### src/rtl/ssd1306_spi4_decoder_if.sv
// Pixel-byte write port: one addressed column byte per valid/ready transfer.
// Fields hold steady while valid is high and ready is low.
interface ssd1306_spi4_decoder_if #(
  parameter int COL_W  = 7,
  parameter int PAGE_W = 3
);
  logic              wr_valid;
  logic              wr_ready;
  logic [COL_W-1:0]  wr_col;
  logic [PAGE_W-1:0] wr_page;
  logic [7:0]        wr_data;

  modport master (output wr_valid, wr_col, wr_page, wr_data, input wr_ready);
  modport slave  (input wr_valid, wr_col, wr_page, wr_data, output wr_ready);
endinterface

### src/rtl/ssd1306_spi4_decoder.sv
// SSD1306 4-wire SPI decoder: oversampled framing, command/argument decode, windowed addressing.
// A byte completes 1 clk after its 8th sck edge; data arriving while the output is stalled is dropped (overrun).
module ssd1306_spi4_decoder #(
  parameter int DISP_WIDTH  = 128,
  parameter int DISP_HEIGHT = 64,
  parameter int SYNC_STAGES = 2
) (
  input  logic                   clk_i,
  input  logic                   rst_i,
  input  logic                   cs_in,
  input  logic                   sck_i,
  input  logic                   sdi_i,
  input  logic                   dc_i,
  ssd1306_spi4_decoder_if.master wr,
  output logic                   disp_on_o,
  output logic                   inverse_o,
  output logic                   entire_on_o,
  output logic                   flip_x_o,
  output logic                   flip_y_o,
  output logic [1:0]             adr_mode_o,
  output logic                   cmd_err_o,
  output logic                   overrun_o
);

  localparam int COL_W  = (DISP_WIDTH > 1) ? $clog2(DISP_WIDTH) : 1;
  localparam int PAGES  = DISP_HEIGHT / 8;
  localparam int PAGE_W = (PAGES > 1) ? $clog2(PAGES) : 1;
  localparam logic [COL_W-1:0]  COL_MAX  = COL_W'(DISP_WIDTH - 1);
  localparam logic [PAGE_W-1:0] PAGE_MAX = PAGE_W'(PAGES - 1);
  localparam logic [8:0]        COL_LIM  = 9'(DISP_WIDTH);
  localparam logic [8:0]        PAGE_LIM = 9'(PAGES);

  localparam logic [1:0] MODE_HORZ = 2'b00;
  localparam logic [1:0] MODE_VERT = 2'b01;
  localparam logic [1:0] MODE_PAGE = 2'b10;
  localparam logic [1:0] MODE_BAD  = 2'b11;

  typedef enum logic [2:0] {
    IDLE, ARG_MODE, ARG_COL0, ARG_COL1, ARG_PAGE0, ARG_PAGE1
  } state_t;

  // cs synchronizer resets to the deasserted level so no frame is seen during reset
  logic [SYNC_STAGES-1:0] cs_sync, sck_sync, sdi_sync, dc_sync;
  logic cs_s, sck_s, sdi_s, dc_s, sck_prev, sck_rise;

  always_ff @(posedge clk_i or posedge rst_i) begin
    if (rst_i) begin
      cs_sync  <= '1;
      sck_sync <= '0;
      sdi_sync <= '0;
      dc_sync  <= '0;
      sck_prev <= 1'b0;
    end else begin
      cs_sync  <= {cs_sync[SYNC_STAGES-2:0], cs_in};
      sck_sync <= {sck_sync[SYNC_STAGES-2:0], sck_i};
      sdi_sync <= {sdi_sync[SYNC_STAGES-2:0], sdi_i};
      dc_sync  <= {dc_sync[SYNC_STAGES-2:0], dc_i};
      sck_prev <= sck_s;
    end
  end

  assign cs_s     = cs_sync[SYNC_STAGES-1];
  assign sck_s    = sck_sync[SYNC_STAGES-1];
  assign sdi_s    = sdi_sync[SYNC_STAGES-1];
  assign dc_s     = dc_sync[SYNC_STAGES-1];
  assign sck_rise = sck_s & ~sck_prev;

  logic [2:0] bit_cnt;
  logic [6:0] shift;
  logic       byte_done;
  logic [7:0] rx_dat;
  logic       rx_dc;

  always_ff @(posedge clk_i or posedge rst_i) begin
    if (rst_i) begin
      bit_cnt   <= '0;
      shift     <= '0;
      byte_done <= 1'b0;
      rx_dat    <= '0;
      rx_dc     <= 1'b0;
    end else begin
      byte_done <= 1'b0;
      if (cs_s) begin
        bit_cnt <= '0;
      end else if (sck_rise) begin
        shift   <= {shift[5:0], sdi_s};
        bit_cnt <= bit_cnt + 3'd1;
        if (bit_cnt == 3'd7) begin
          byte_done <= 1'b1;
          rx_dat    <= {shift, sdi_s};
          rx_dc     <= dc_s;
        end
      end
    end
  end

  state_t            state, state_nxt;
  logic [7:0]        arg_dat, arg_nxt;
  logic [1:0]        mode, mode_nxt;
  logic              disp_on, disp_nxt, inverse, inv_nxt, entire_on, ent_nxt;
  logic              flip_x, fx_nxt, flip_y, fy_nxt;
  logic [COL_W-1:0]  col_start, col_start_nxt, col_end, col_end_nxt, col, col_nxt;
  logic [PAGE_W-1:0] page_start, page_start_nxt, page_end, page_end_nxt, page, page_nxt;
  logic              out_vld, vld_nxt;
  logic [COL_W-1:0]  out_col, ocol_nxt;
  logic [PAGE_W-1:0] out_page, opage_nxt;
  logic [7:0]        out_dat, odat_nxt;
  logic              overrun, ovr_nxt, cmd_err, err_nxt;
  logic              take_data;
  logic [7:0]        col_ext;

  always_comb begin
    state_nxt      = state;
    arg_nxt        = arg_dat;
    mode_nxt       = mode;
    disp_nxt       = disp_on;
    inv_nxt        = inverse;
    ent_nxt        = entire_on;
    fx_nxt         = flip_x;
    fy_nxt         = flip_y;
    col_start_nxt  = col_start;
    col_end_nxt    = col_end;
    page_start_nxt = page_start;
    page_end_nxt   = page_end;
    col_nxt        = col;
    page_nxt       = page;
    vld_nxt        = out_vld;
    ocol_nxt       = out_col;
    opage_nxt      = out_page;
    odat_nxt       = out_dat;
    ovr_nxt        = overrun;
    err_nxt        = 1'b0;
    take_data      = 1'b0;
    col_ext        = 8'(col);

    if (out_vld && wr.wr_ready) vld_nxt = 1'b0;

    if (byte_done) begin
      if (rx_dc) begin
        // a data byte aborts a pending argument but is still written out
        take_data = 1'b1;
        if (state != IDLE) begin
          err_nxt   = 1'b1;
          state_nxt = IDLE;
        end
      end else begin
        case (state)
          IDLE: begin
            case (rx_dat)
              8'hA4, 8'hA5: ent_nxt  = rx_dat[0];
              8'hA6, 8'hA7: inv_nxt  = rx_dat[0];
              8'hAE, 8'hAF: disp_nxt = rx_dat[0];
              8'hA0, 8'hA1: fx_nxt   = rx_dat[0];
              8'hC0:        fy_nxt   = 1'b0;
              8'hC8:        fy_nxt   = 1'b1;
              8'h20:        state_nxt = ARG_MODE;
              8'h21:        state_nxt = ARG_COL0;
              8'h22:        state_nxt = ARG_PAGE0;
              default: begin
                if (mode == MODE_PAGE) begin
                  if (rx_dat[7:3] == 5'b10110) begin
                    page_nxt = PAGE_W'(int'(rx_dat[2:0]) % PAGES);
                  end else if (rx_dat[7:4] == 4'h0) begin
                    col_ext[3:0] = rx_dat[3:0];
                    col_nxt      = col_ext[COL_W-1:0];
                  end else if (rx_dat[7:4] == 4'h1) begin
                    col_ext[7:4] = rx_dat[3:0];
                    col_nxt      = col_ext[COL_W-1:0];
                  end
                end
              end
            endcase
          end
          ARG_MODE: begin
            mode_nxt  = rx_dat[1:0];
            state_nxt = IDLE;
          end
          ARG_COL0: begin
            arg_nxt   = rx_dat;
            state_nxt = ARG_COL1;
          end
          ARG_COL1: begin
            if (arg_dat <= rx_dat && {1'b0, rx_dat} < COL_LIM) begin
              col_start_nxt = arg_dat[COL_W-1:0];
              col_end_nxt   = rx_dat[COL_W-1:0];
              col_nxt       = arg_dat[COL_W-1:0];
            end else begin
              err_nxt = 1'b1;
            end
            state_nxt = IDLE;
          end
          ARG_PAGE0: begin
            arg_nxt   = rx_dat;
            state_nxt = ARG_PAGE1;
          end
          ARG_PAGE1: begin
            if (arg_dat <= rx_dat && {1'b0, rx_dat} < PAGE_LIM) begin
              page_start_nxt = arg_dat[PAGE_W-1:0];
              page_end_nxt   = rx_dat[PAGE_W-1:0];
              page_nxt       = arg_dat[PAGE_W-1:0];
            end else begin
              err_nxt = 1'b1;
            end
            state_nxt = IDLE;
          end
          default: state_nxt = IDLE;
        endcase
      end
    end

    if (take_data && mode != MODE_BAD) begin
      if (out_vld && !wr.wr_ready) begin
        ovr_nxt = 1'b1;
      end else begin
        vld_nxt   = 1'b1;
        ocol_nxt  = col;
        opage_nxt = page;
        odat_nxt  = rx_dat;
        case (mode)
          MODE_HORZ: begin
            if (col == col_end) begin
              col_nxt  = col_start;
              page_nxt = (page == page_end) ? page_start : page + 1'b1;
            end else begin
              col_nxt = col + 1'b1;
            end
          end
          MODE_VERT: begin
            if (page == page_end) begin
              page_nxt = page_start;
              col_nxt  = (col == col_end) ? col_start : col + 1'b1;
            end else begin
              page_nxt = page + 1'b1;
            end
          end
          default: col_nxt = (col == COL_MAX) ? '0 : col + 1'b1;
        endcase
      end
    end
  end

  always_ff @(posedge clk_i or posedge rst_i) begin
    if (rst_i) begin
      state      <= IDLE;
      arg_dat    <= '0;
      mode       <= MODE_PAGE;
      disp_on    <= 1'b0;
      inverse    <= 1'b0;
      entire_on  <= 1'b0;
      flip_x     <= 1'b0;
      flip_y     <= 1'b0;
      col_start  <= '0;
      col_end    <= COL_MAX;
      page_start <= '0;
      page_end   <= PAGE_MAX;
      col        <= '0;
      page       <= '0;
      out_vld    <= 1'b0;
      out_col    <= '0;
      out_page   <= '0;
      out_dat    <= '0;
      overrun    <= 1'b0;
      cmd_err    <= 1'b0;
    end else begin
      state      <= state_nxt;
      arg_dat    <= arg_nxt;
      mode       <= mode_nxt;
      disp_on    <= disp_nxt;
      inverse    <= inv_nxt;
      entire_on  <= ent_nxt;
      flip_x     <= fx_nxt;
      flip_y     <= fy_nxt;
      col_start  <= col_start_nxt;
      col_end    <= col_end_nxt;
      page_start <= page_start_nxt;
      page_end   <= page_end_nxt;
      col        <= col_nxt;
      page       <= page_nxt;
      out_vld    <= vld_nxt;
      out_col    <= ocol_nxt;
      out_page   <= opage_nxt;
      out_dat    <= odat_nxt;
      overrun    <= ovr_nxt;
      cmd_err    <= err_nxt;
    end
  end

  assign wr.wr_valid = out_vld;
  assign wr.wr_col   = out_col;
  assign wr.wr_page  = out_page;
  assign wr.wr_data  = out_dat;
  assign disp_on_o   = disp_on;
  assign inverse_o   = inverse;
  assign entire_on_o = entire_on;
  assign flip_x_o    = flip_x;
  assign flip_y_o    = flip_y;
  assign adr_mode_o  = mode;
  assign cmd_err_o   = cmd_err;
  assign overrun_o   = overrun;

endmodule

### src/flat_wrapper.sv
// flat-port wrapper written by rule: the top's interface ports become plain ports
module ssd1306_spi4_decoder_flat 
#(
  parameter int DISP_WIDTH  = 128,
  parameter int DISP_HEIGHT = 64,
  parameter int SYNC_STAGES = 2
)
  (clk_i, rst_i, cs_in, sck_i, sdi_i, dc_i, disp_on_o, inverse_o, entire_on_o, flip_x_o, flip_y_o, adr_mode_o, cmd_err_o, overrun_o, wr_wr_valid, wr_wr_col, wr_wr_page, wr_wr_data, wr_wr_ready);
  ssd1306_spi4_decoder_if #(.COL_W(7), .PAGE_W(3)) wr_i ();
  input  logic clk_i;
  input  logic rst_i;
  input  logic cs_in;
  input  logic sck_i;
  input  logic sdi_i;
  input  logic dc_i;
  output logic disp_on_o;
  output logic inverse_o;
  output logic entire_on_o;
  output logic flip_x_o;
  output logic flip_y_o;
  output logic [1:0] adr_mode_o;
  output logic cmd_err_o;
  output logic overrun_o;
  output wire logic [$bits(wr_i.wr_valid)-1:0] wr_wr_valid;
  output wire logic [$bits(wr_i.wr_col)-1:0] wr_wr_col;
  output wire logic [$bits(wr_i.wr_page)-1:0] wr_wr_page;
  output wire logic [$bits(wr_i.wr_data)-1:0] wr_wr_data;
  input wire logic [$bits(wr_i.wr_ready)-1:0] wr_wr_ready;
  assign wr_wr_valid = wr_i.wr_valid;
  assign wr_wr_col = wr_i.wr_col;
  assign wr_wr_page = wr_i.wr_page;
  assign wr_wr_data = wr_i.wr_data;
  assign wr_i.wr_ready = wr_wr_ready;
  ssd1306_spi4_decoder #(.DISP_WIDTH(DISP_WIDTH), .DISP_HEIGHT(DISP_HEIGHT), .SYNC_STAGES(SYNC_STAGES)) u_core (.clk_i(clk_i), .rst_i(rst_i), .cs_in(cs_in), .sck_i(sck_i), .sdi_i(sdi_i), .dc_i(dc_i), .wr(wr_i), .disp_on_o(disp_on_o), .inverse_o(inverse_o), .entire_on_o(entire_on_o), .flip_x_o(flip_x_o), .flip_y_o(flip_y_o), .adr_mode_o(adr_mode_o), .cmd_err_o(cmd_err_o), .overrun_o(overrun_o));
endmodule
### config.mk
export PLATFORM = sky130hd
export DESIGN_NAME = ssd1306_spi4_decoder_flat
export DESIGN_NICKNAME = d
export VERILOG_FILES = /design/src/rtl/ssd1306_spi4_decoder_if.sv /design/src/rtl/ssd1306_spi4_decoder.sv /design/src/flat_wrapper.sv
export SDC_FILE = /design/constraint.sdc
export NUM_CORES = 1
export LEC_CHECK = 0
export CAP_MARGIN = 5
export CORE_MARGIN = 2
export CORE_UTILIZATION = 45
export CTS_CLUSTER_DIAMETER = 80
export DETAILED_ROUTE_END_ITERATION = 12
export PLACE_DENSITY_LB_ADDON = 0.05
export SYNTH_ARGS = -nofsm -noshare
export SYNTH_HDL_FRONTEND = slang
export SYNTH_SLANG_ARGS = --single-unit
### constraint.sdc
create_clock -name clk_i -period 6.44 [get_ports clk_i]
set_input_delay 1.288 -clock clk_i [delete_from_list [all_inputs] [get_ports clk_i]]
set_output_delay 1.288 -clock clk_i [all_outputs]
set_load 0.02 [all_outputs]
# Word-level counts from Yosys, hierarchy flattened
# Cells that the tools add are included.
# totals
reg_bits	98
out_inout_bits	28
# classes
add_sub_neg	3
magnitude_cmp	3
n_eq_ne	29
muxes	48
bitwise_logic	5
n_reduce_logical	32
# ops
op	count
$mux W7	13
$eq A8 B8 Y1 const B	10
$mux W3	14
$pmux W7 S2	2
$reduce_and A4 Y1	7
$eq A8 B6 Y1 const B	3
$pmux W3 S3	2
$mux W1	13
$reduce_or A13 Y1	1
$pmux W3 S2	2
$reduce_and A3 Y1	4
$reduce_or A2 Y1	5
$eq A3 B3 Y1 const B	3
$le A8 B8 Y1	1
$lt A8 B4 Y1 const B	1
$lt A8 B8 Y1 const B	1
$add A7 B1 Y7 const B	1
$eq A7 B7 Y1	1
$eq A7 B7 Y1 const B	1
$add A3 B1 Y3 const B	2
$eq A3 B2 Y1 const B	2
$reduce_and A2 Y1	3
$eq A5 B5 Y1 const B	1
$logic_and A1 B1 Y1	5
other kinds (16)	22

# Depth between registers and ports, before layout
# depth
word_depth	13
ltp_mapped	12

# Worst setup path before layout
# No wires, ideal clock.
# synth_path
kind	register -> register
startpoint	register u_core.rx_dat[1]
endpoint	register u_core.col_start[1]
setup_ps	125
arrival_time_ps	2447
required_time_ps	6315
slack_ps	3869
path_stages_with_launch	12
n_path_buf	3
cell_sequence	dfrtp_1 > clkbuf_1 > inv_1 > ha_1 > nor2b_1 > o211ai_1 > a211oi_2 > nor4_2 > and2_1 > buf_4 > buf_6 > mux2_2
# synth_via
elab_chain_cells	3
word_cells_on_any_way	4
classes_between	order compare: 2; reduce/logical: 2
# synth_rtl
element	line_no	rtl
start: declaration	ssd1306_spi4_decoder.sv:71	logic [7:0] rx_dat;
start signal: assignment	ssd1306_spi4_decoder.sv:90	rx_dat <= {shift, sdi_s};
$le A8 B8 Y1 or $lt A8 B8 Y1 (tied branches)	ssd1306_spi4_decoder.sv:183	if (arg_dat <= rx_dat && {1'b0, rx_dat} < COL_LIM) begin
$logic_and A1 B1 Y1 *	ssd1306_spi4_decoder.sv:183	
$reduce_and A4 Y1 (no source line) *	-	
end signal: assignment	ssd1306_spi4_decoder.sv:273	col_start <= col_start_nxt;
end: declaration	ssd1306_spi4_decoder.sv:102	logic [COL_W-1:0] col_start, col_start_nxt, col_end, col_end_nxt, col, col_nxt;
# Mark *: on every way between the ends. The rest lies on a longest branch, timed or not.
# A chain may end at the register's enable or synchronous reset.

# Final worst setup path
# layout_path
startpoint	register u_core.rx_dat[1]
endpoint	register u_core.col[6]
# layout_via
elab_chain_cells	10
word_cells_on_any_way	26
classes_between	order compare: 2; eq/ne: 13; mux: 9; reduce/logical: 2
# layout_rtl
element	line_no	rtl
$le A8 B8 Y1, or another cell as far along	ssd1306_spi4_decoder.sv:183	
$logic_and A1 B1 Y1 or $reduce_or A13 Y1 (tied branches)	-	
$mux W7, on equally long branches	ssd1306_spi4_decoder.sv:183, ssd1306_spi4_decoder.sv:149	
$pmux W7 S2 *	ssd1306_spi4_decoder.sv:147	case (state)
$mux W7 *	ssd1306_spi4_decoder.sv:139	if (rx_dc) begin
$mux W7 *	ssd1306_spi4_decoder.sv:138	if (byte_done) begin
$mux W7	ssd1306_spi4_decoder.sv:229	if (page == page_end) begin
$pmux W7 S2	ssd1306_spi4_decoder.sv:219	case (mode)
$mux W7	ssd1306_spi4_decoder.sv:212	if (out_vld && !wr.wr_ready) begin
$mux W7 *	ssd1306_spi4_decoder.sv:211	if (take_data && mode != MODE_BAD) begin
net u_core.col_nxt[6]	ssd1306_spi4_decoder.sv:102	
end signal: assignment	ssd1306_spi4_decoder.sv:277	col <= col_nxt;
end: declaration	ssd1306_spi4_decoder.sv:102	
# Mark *: on every way through the listed nets, which the timed path passes. The rest lies on a longest branch.

==> qor.yml <==
clock_tree:
  ctsHoldBuffers: 0
  cts_buffer_depth: 2
  postCtsSetupBuffers: 0
  cts_tree: "yes"
  root_buffer: "clkbuf_8"
  cts_resized: 0
  cts.clk_slew.worst_paths_ns: 0.09
  numCtsBuffers: 9
  htree_num_levels: 3
  cts.sinks: 98
  clkLatencyLatePin_ns: 0.38
die:
  dieArea_um2: 11500
  num_rows: 37
  initial_core_util: 0.465
  pin_count: 35
  die_width_um: 107
  core-area_um2: 10400
  fp.dieH_um: 107
placed_design:
  gp_congestion: 0.853
  portBuffers: 34
  dp_cells: 613
  pre_cts_slack_ns: 2.77
  placed_area_um2: 5200
  dpl.hpwl_mm: 7.70
synthesis:
  synth_edf_count: 0
  synth_area_per_cell_um2: 10.4
  synthDistinctLibCells: 63
  ys_seq_area_frac: 0.512
  netlist_area_um2: 4820
  yosysWarnings: 0
  synth-main-ff-cell: "dfrtp_1"
  synth-async-reset-ratio: 1.00
  syn_inst: 465
  synth.net_count: 484
  synth-seq-cells: 98
worst_hold_path:
  hold_class: "reg -> reg"
final_layout:
  final_cell_area_um2: 5400
  regArea_um2: 2470
  nets: 507
  drive_gt1_frac: 0.156
  area_growth_pct: 12.0
  multi_input_area_um2: 2140
  final_common_cell: "dfrtp_1"
  antennaDiodeCount: 0
  mostFrequentLayoutCells: "dfrtp_1 (85), nand2_1 (84), o21ai_0 (39), clkdlybuf4s50_1 (34), mux2_2 (26)"
  fillCellCount: 968
  instances_no_fill: 629
global_routing:
  grt_util_met1: 0.294
  antenna_found_initial: 0
  busiest_layer: "met2"
  grt-ovfl-total: 0
  grt_pass1_wl_mm: 18.1
  grt_pass1_vias: 3463
  grt_max_degree: 64
  met3_usage: 0.0381
  met2_usage: 0.311
  grt_usage: 0.205
sta:
  tightestPinTransition_ns: 0.941
  layout_min_cycle_time_ns: 3.25
  tns_ns: 0
  fmax_ghz: 0.308
  final.period_utilization: 0.504
  max_slew_margin: 0.372
  slew_violations: 0
  rsz0062_at_grt: "no"
  hold_viol_final: 0
  setup_ws_ns: 3.19
  skew_ns: 0.00593
  setup_viol: 0
route:
  wirelength_mm: 10.8
  routedWlPerCell_um: 17.2
  viasPerCell: 5.47
  post-route-drc-count: 0
  dr.pass1.iters: 5
  vias: 3441
  drt_iter0_markers: 223
  antenna_left: 0
setup_path:
  arrival_ns: 3.55
  cp-start-kind: "register"
  cp_max_fo: 19
  critPathKind: "reg -> reg"
  end_kind: "register"
  required_ns: 6.75
run:
  maxCapViolCount: 0
status:
  status: "completed"
pwr:
  power_per_cell_area_nw_per_um2: 198
  p_leak_nw: 2.34
  peakVddDrop_uv: 161
power by group:
part	switching (mW)	total [mW]	internal, mW	leakage, nW
sequential	0.0141	0.651	0.637	1.27
combinational	0.0178	0.0367	0.0189	0.984
clock	0.210	0.383	0.172	0.0879
state kept, by name, summed over array words and instances, names as in the netlist, 3 cells and up:
| register | count |
|---|---|
| u_core.wr.wr_page | 3 |
| u_core.arg_dat | 8 |
| u_core.col_end | 7 |
| u_core.page | 3 |
| u_core.rx_dat | 8 |
| u_core.wr.wr_col | 7 |
| u_core.bit_cnt | 3 |
| u_core.state | 3 |
| u_core.shift | 7 |
| u_core.col | 7 |
| u_core.wr.wr_data | 8 |
| u_core.col_start | 7 |
| u_core.page_end | 3 |
| u_core.page_start | 3 |
metrics by stage:
stage	util	power, mW	hold WS, ns
after global routing	0.520	1.13	0.362
after global placement	0.502	0.701	0.334
after detailed placement	0.502	0.702	0.335
after CTS	0.520	1.09	0.356
final	0.520	1.07	0.354
after floorplan	-	0.687	0.331
layout make-up:
type                            instances  share of cell area
Sequential cell                        98               0.457
Multi-Input combinational cell        324               0.396
Timing Repair Buffer                   36              0.0658
Tap cell                              136              0.0315
Clock buffer                           13              0.0313
Inverter                               19              0.0137
Clock inverter                          3             0.00417
cell usage after synthesis (2+ instances only):
library cell	instances	area, um2
a41oi_1	2	17.5
a211o_1	3	26.3
nor2_1	10	37.5
nand4_1	5	31.3
nor4_2	3	37.5
o2bb2ai_1	4	35.0
mux2_2	26	293
clkbuf_1	13	48.8
dfrtp_1	85	2130
nor4_4	2	42.5
nor3_2	2	20.0
and2_1	5	31.3
a221oi_1	5	43.8
ha_1	12	150
a31oi_1	4	25.0
nor3_1	11	55.1
buf_2	3	15.0
dfstp_2	13	342
a21oi_1	14	70.1
xnor2_1	10	87.6
xor2_1	7	61.3
nand3b_1	2	15.0
and3_1	4	25.0
buf_6	5	56.3
o31ai_1	5	37.5
or3_1	3	18.8
o21ai_0	39	195
nand2_1	84	315
nor2b_1	5	31.3
buf_4	2	15.0
mux2i_1	4	40.0
nor4_1	3	18.8
inv_1	19	71.3
nand2b_1	3	18.8
nand3_1	19	95.1
a22oi_1	2	15.0
critical path: stages, from the launching register on:
cell      delay [ns]
dfrtp_1         0.62
inv_1           0.25
ha_1            0.34
nor2b_1         0.13
o211ai_1        0.18
a211oi_2        0.14
nor4_2          0.32
and2_1          0.73
a221oi_1        0.26
a21oi_1         0.20
path summary, 6_finish.rpt:
kind	depth (start not counted)	slack [ns]	endpoint	from
setup / recovery	9	3.19	u_core.col[6]	u_core.rx_dat[1]
min in group asynchronous	2	1.27	u_core.wr.wr_data[1]	rst_i
max in group asynchronous	3	4.03	u_core.wr.wr_col[1]	rst_i
hold / removal	0	0.35	u_core.dc_sync[1]	u_core.dc_sync[0]
setup reg to reg	9	3.19	u_core.col[6]	u_core.rx_dat[1]
hold reg to reg	0	0.35	u_core.dc_sync[1]	u_core.dc_sync[0]
kinds of logic (layout without fill, tap and decap cells):
group | count (synthesis) | count (layout) | synth area share
fa+ha+maj | 12 | 12 | 0.0312
flops | 98 | 98 | 0.512
simple gates | 171 | 171 | 0.184
mux | 32 | 32 | 0.0745
compound gates | 91 | 91 | 0.120
buf+inv | 43 | 71 | 0.0439
xor+xnor | 18 | 18 | 0.0343
per-layer routing:
layer  up-vias  part of all wire
met5         -                 0
met3        11             0.033
met4         0             0.015
met1      1708              0.49
li1       1675                 -
met2        47              0.46
(Power assumes the default switching activity.)
